## src/rtl/regfile_arbiter.sv

```systemverilog
// Three-requester round-robin arbiter in front of a 2-read/1-write register file.
// Each transaction walks IDLE -> ISSUE -> DONE; the rf_* port is driven only in ISSUE.
module regfile_arbiter #(
  parameter int DW = 16,
  parameter int AW = 4
) (
  input  logic            clk,
  input  logic            rst_n,
  input  logic [2:0]      req,
  input  logic [2:0]      req_wr,
  input  logic [3*AW-1:0] req_reg1,
  input  logic [3*AW-1:0] req_reg2,
  input  logic [3*DW-1:0] req_wdata,
  output logic [2:0]      ack,
  output logic [DW-1:0]   rdata1,
  output logic [DW-1:0]   rdata2,
  output logic            busy,
  output logic            rf_read_enable,
  output logic            rf_write_enable,
  output logic [AW-1:0]   rf_reg1,
  output logic [AW-1:0]   rf_reg2,
  output logic [DW-1:0]   rf_in_data,
  input  logic [DW-1:0]   rf_out_data1,
  input  logic [DW-1:0]   rf_out_data2,
  output logic [1:0]      dbg_state
);

  // Handshake: a requester holds req high until it sees its one-cycle ack pulse,
  // then must drop req; req still high in the following IDLE cycle is a new request.

  typedef enum logic [1:0] {
    IDLE  = 2'd0,
    ISSUE = 2'd1,
    DONE  = 2'd2
  } state_t;

  state_t          state, next_state;
  logic [1:0]      last_grant;
  logic [1:0]      win;
  logic            wr_q;
  logic [1:0]      grant;
  logic [1:0]      start;
  logic [1:0]      cand;
  logic            found;
  logic            sel_wr;
  logic [AW-1:0]   sel_reg1;
  logic [AW-1:0]   sel_reg2;
  logic [DW-1:0]   sel_wdata;

  // Round-robin search beginning just after the previous winner.
  always_comb begin
    grant = 2'd0;
    found = 1'b0;
    start = (last_grant == 2'd2) ? 2'd0 : last_grant + 2'd1;
    cand  = start;
    for (int k = 0; k < 3; k++) begin
      if (!found && req[cand]) begin
        grant = cand;
        found = 1'b1;
      end
      cand = (cand == 2'd2) ? 2'd0 : cand + 2'd1;
    end
  end

  always_comb begin
    sel_wr    = 1'b0;
    sel_reg1  = '0;
    sel_reg2  = '0;
    sel_wdata = '0;
    for (int i = 0; i < 3; i++) begin
      if (grant == 2'(i)) begin
        sel_wr    = req_wr[i];
        sel_reg1  = req_reg1[i*AW +: AW];
        sel_reg2  = req_reg2[i*AW +: AW];
        sel_wdata = req_wdata[i*DW +: DW];
      end
    end
  end

  always_ff @(posedge clk or negedge rst_n) begin
    if (!rst_n) state <= IDLE;
    else        state <= next_state;
  end

  always_comb begin
    next_state = state;
    case (state)
      IDLE:    if (found) next_state = ISSUE;
      ISSUE:   next_state = DONE;
      DONE:    next_state = IDLE;
      default: next_state = IDLE;
    endcase
  end

  // The rf_* registers double as the latched transaction, so later input
  // changes cannot reach the register file.
  always_ff @(posedge clk or negedge rst_n) begin
    if (!rst_n) begin
      last_grant      <= 2'd2;
      win             <= 2'd0;
      wr_q            <= 1'b0;
      ack             <= 3'b000;
      rdata1          <= '0;
      rdata2          <= '0;
      rf_read_enable  <= 1'b0;
      rf_write_enable <= 1'b0;
      rf_reg1         <= '0;
      rf_reg2         <= '0;
      rf_in_data      <= '0;
    end else begin
      case (state)
        IDLE: begin
          if (found) begin
            win             <= grant;
            wr_q            <= sel_wr;
            rf_write_enable <= sel_wr;
            rf_read_enable  <= !sel_wr;
            rf_reg1         <= sel_reg1;
            rf_reg2         <= sel_wr ? '0 : sel_reg2;
            rf_in_data      <= sel_wr ? sel_wdata : '0;
          end
        end
        ISSUE: begin
          rf_read_enable  <= 1'b0;
          rf_write_enable <= 1'b0;
          rf_reg1         <= '0;
          rf_reg2         <= '0;
          rf_in_data      <= '0;
          if (!wr_q) begin
            rdata1 <= rf_out_data1;
            rdata2 <= rf_out_data2;
          end
          ack <= 3'b001 << win;
        end
        DONE: begin
          ack        <= 3'b000;
          last_grant <= win;
        end
        default: ack <= 3'b000;
      endcase
    end
  end

  assign busy      = (state != IDLE);
  assign dbg_state = state;

endmodule

```

## config.mk

```make
export PLATFORM = sky130hd
export DESIGN_NAME = regfile_arbiter
export DESIGN_NICKNAME = d
export VERILOG_FILES = /design/src/rtl/regfile_arbiter.sv
export SDC_FILE = /design/constraint.sdc
export NUM_CORES = 1
export LEC_CHECK = 0
export CORE_ASPECT_RATIO = 1.4
export CORE_MARGIN = 2
export CORE_UTILIZATION = 50
export DETAILED_ROUTE_END_ITERATION = 6
export DONT_BUFFER_PORTS = 1
export GPL_ROUTABILITY_DRIVEN = 0
export GPL_TIMING_DRIVEN = 0
export PLACE_DENSITY = 0.65
export REMOVE_ABC_BUFFERS = 1
export SYNTH_ARGS = -nofsm -noshare
export SYNTH_HDL_FRONTEND = slang
export SYNTH_SLANG_ARGS = --single-unit
```

## constraint.sdc

```tcl
create_clock -name clk -period 2.49 [get_ports clk]
set_clock_uncertainty 0.2 [all_clocks]
set_input_delay 0.747 -clock clk [delete_from_list [all_inputs] [get_ports clk]]
set_output_delay 0.747 -clock clk [all_outputs]
set_load 0.01 [all_outputs]
```

==> run metrics <==
status=finished with violations; violated checks=negative hold slack; HPWL Detailed=5560 um; clock buffer count from CTS=9; FMAX=432 MHz; first-pass GRT wire length=12,100 um; Final WS setup=0.176 ns; Final Critical Period=2.31 ns; Max Cap Viol=0; DRC=0; Top Ports=about 180; Hold Path Class=input pin to async pin; Cells after Synth=around 280; Power, Total=about 5 mW; Reg clk slew, reported paths=0.07 ns; Worst-Skew Late Latency=around 0.34 ns; Die Ht=approximately 100 um; Synth area leaders=dfrtp_1, mux2_2, a221oi_1, o41ai_2, nand2_1; layout cell share with drive strength beyond 1=25.4%; CTS tree=done; Max clock buf depth=2; fin area=3570 um2; global route total overflow=0; Rows=34; final setup fails=0; Total GRT Usage=between 20 and 25%; Antenna Nets Post-Route=0; fin crit share=92.9%; Leakage=1.52 nW; placed cell count=333; top cell type's share of synthesized area=between 50% and 60%; Yosys top cell by area=dfrtp_1; crit path launch type=input pin; Most Crowded Layer GR=met2; sequential fraction of the synthesis area=between 50% and 60%; placed cell area=3280 um2; synthesized area=approximately 3300 um2; setup TNS=0 ns; DP Worst Slack=-0.298 ns; CP Max Fanout=24; met1 usage=25.1%; pwr/cell area=1380 nW/um2; vias per inst=around 6.6; met2 Use GR=37.1%; pin count of the biggest net entering global routing=69; fill count=roughly 560; Worst VDD drop=around 0.0005 V; core area=between 6000 and 7000 um2; crit path capture type=flip-flop; clk root buf=clkbuf_8; Die Area=7220 um2; Final Max Slew Viols=0; Pre-antenna DRT Iters=4; grt met3 use=8.31%; Die W=72.4 um; Initial Util=52.3%; I/O Buffers=0; register bit total from synthesis=68; Synth cell types=35; H-tree Lvls=3; required time of the critical path=about 2.5 ns; CTS sink cnt=68; area grow syn2layout=9.02%; Routed wire per std cell=22.1 um; initial antenna violation count=0; Layout Cells excl Fill=between 300 and 400; worst-case hold slack=-0.106 ns; Iter 0 DRT Violations=103; diode count=0; worst relative slew slack=23.5%; Reg2Reg Depth=4; pin slew with the least headroom to its limit=1.15 ns; post-layout util=57.0%; vias in the first global route=~2,400; synth warn=0; Routed Wire Length=a little under 8000 um; type of the worst setup path=input pin to flip-flop; Final nets=approximately 390; final hold vios=67; Syn Area/Cell=11.7 um2; Critical Path AT=around 2.4 ns; vias=2,306
routing by layer:
layer	routed length, um	vias up
met2	3890	145
met3	787	16
met5	0	-
li1	-	1026
met1	2890	1119
met4	176	0
critical path, cell delays in order:
cell and delay, ns:
nor2b_1 0.44, a21o_1 0.70, a221oi_1 0.17, o41ai_2 0.30
cells in the final DEF, fill, tap and decap left out, drive strengths merged, types with 6 or more instances in the layout:
cell,netlist,final
nand2,30,30
o41ai,16,16
and2,16,16
a211oi,6,6
o21ai,11,11
a221oi,16,16
clkbuf,2,9
dfrtp,67,67
nor2,20,20
mux2,34,34
synth_stat cells, drive strengths merged:
master	count
o221ai	1
o221a	1
o21ai	11
o21bai	1
a211oi	6
nor2	20
nor3b	2
nand3b	3
inv	5
o41ai	16
a221oi	16
mux2i	1
a2bb2oi	1
clkbuf	2
nor2b	4
a222oi	5
o31ai	4
mux2	34
nand2b	5
dfrtp	67
and2	16
buf	17
nand2	30
a21oi	5
or3	1
a21o	3
o22ai	1
dfstp	1
timing repair:
item,in CTS,in global routing
setup buffers,0,3
gates resized for setup,0,1
endpoints found under the hold margin,67,67
endpoints found under the setup margin,0,11
registers in the layout (all words and copies together) (netlist names):
name	flops
rf_write_enable	1
rf_read_enable	1
rf_reg2	4
dbg_state	2
win	2
rdata1	16
rf_in_data	16
last_grant	2
rf_reg1	4
rdata2	16
wr_q	1
ack	3
layout make-up:
| class | instances | area (um2) | area share, % |
|---|---|---|---|
| Inverter | 5 | 18.8 | 0.526 |
| Tap cell | 72 | 90.1 | 2.53 |
| Sequential cell | 68 | 1700 | 47.7 |
| Multi-Input combinational cell | 187 | 1460 | 40.8 |
| Clock buffer | 9 | 124 | 3.47 |
| Timing Repair Buffer | 4 | 37.5 | 1.05 |
| Clock inverter | 6 | 138 | 3.86 |
cells by family (layout without fill, tap and decap cells):
kind of cell	count (synthesis)	count (layout)	share of synthesized area (%)
buffers and inverters	24	24	3.86
DFF	68	68	52.0
muxes	35	35	12.0
AOI/OAI and AO/OA	71	71	19.8
and+or+nand+nor	81	81	12.2
final timing paths:
check,startpoint,slack (ns),end
worst min register to register,rf_read_enable$_DFFE_PN0P_,0.35,rf_read_enable$_DFFE_PN0P_
max in group asynchronous,rst_n,2.03,last_grant[1]$_DFFE_PN1N_
min in group clk,rf_out_data1[2],0.34,rdata1[2]$_DFFE_PN0P_
worst max-delay path,req[2],0.18,rf_reg2[3]$_DFFE_PN0P_
worst max register to register,last_grant[1]$_DFFE_PN1N_,0.18,rf_reg2[3]$_DFFE_PN0P_
worst min-delay path,rst_n,-0.11,rdata1[13]$_DFFE_PN0P_
power by group:
part | switching (mW) | internal (mW)
clock | 0.426 | 0.764
sequential | 0.672 | 1.65
combinational | 0.738 | 0.669
total | 1.84 | 3.09
(Power assumes the default switching activity.)
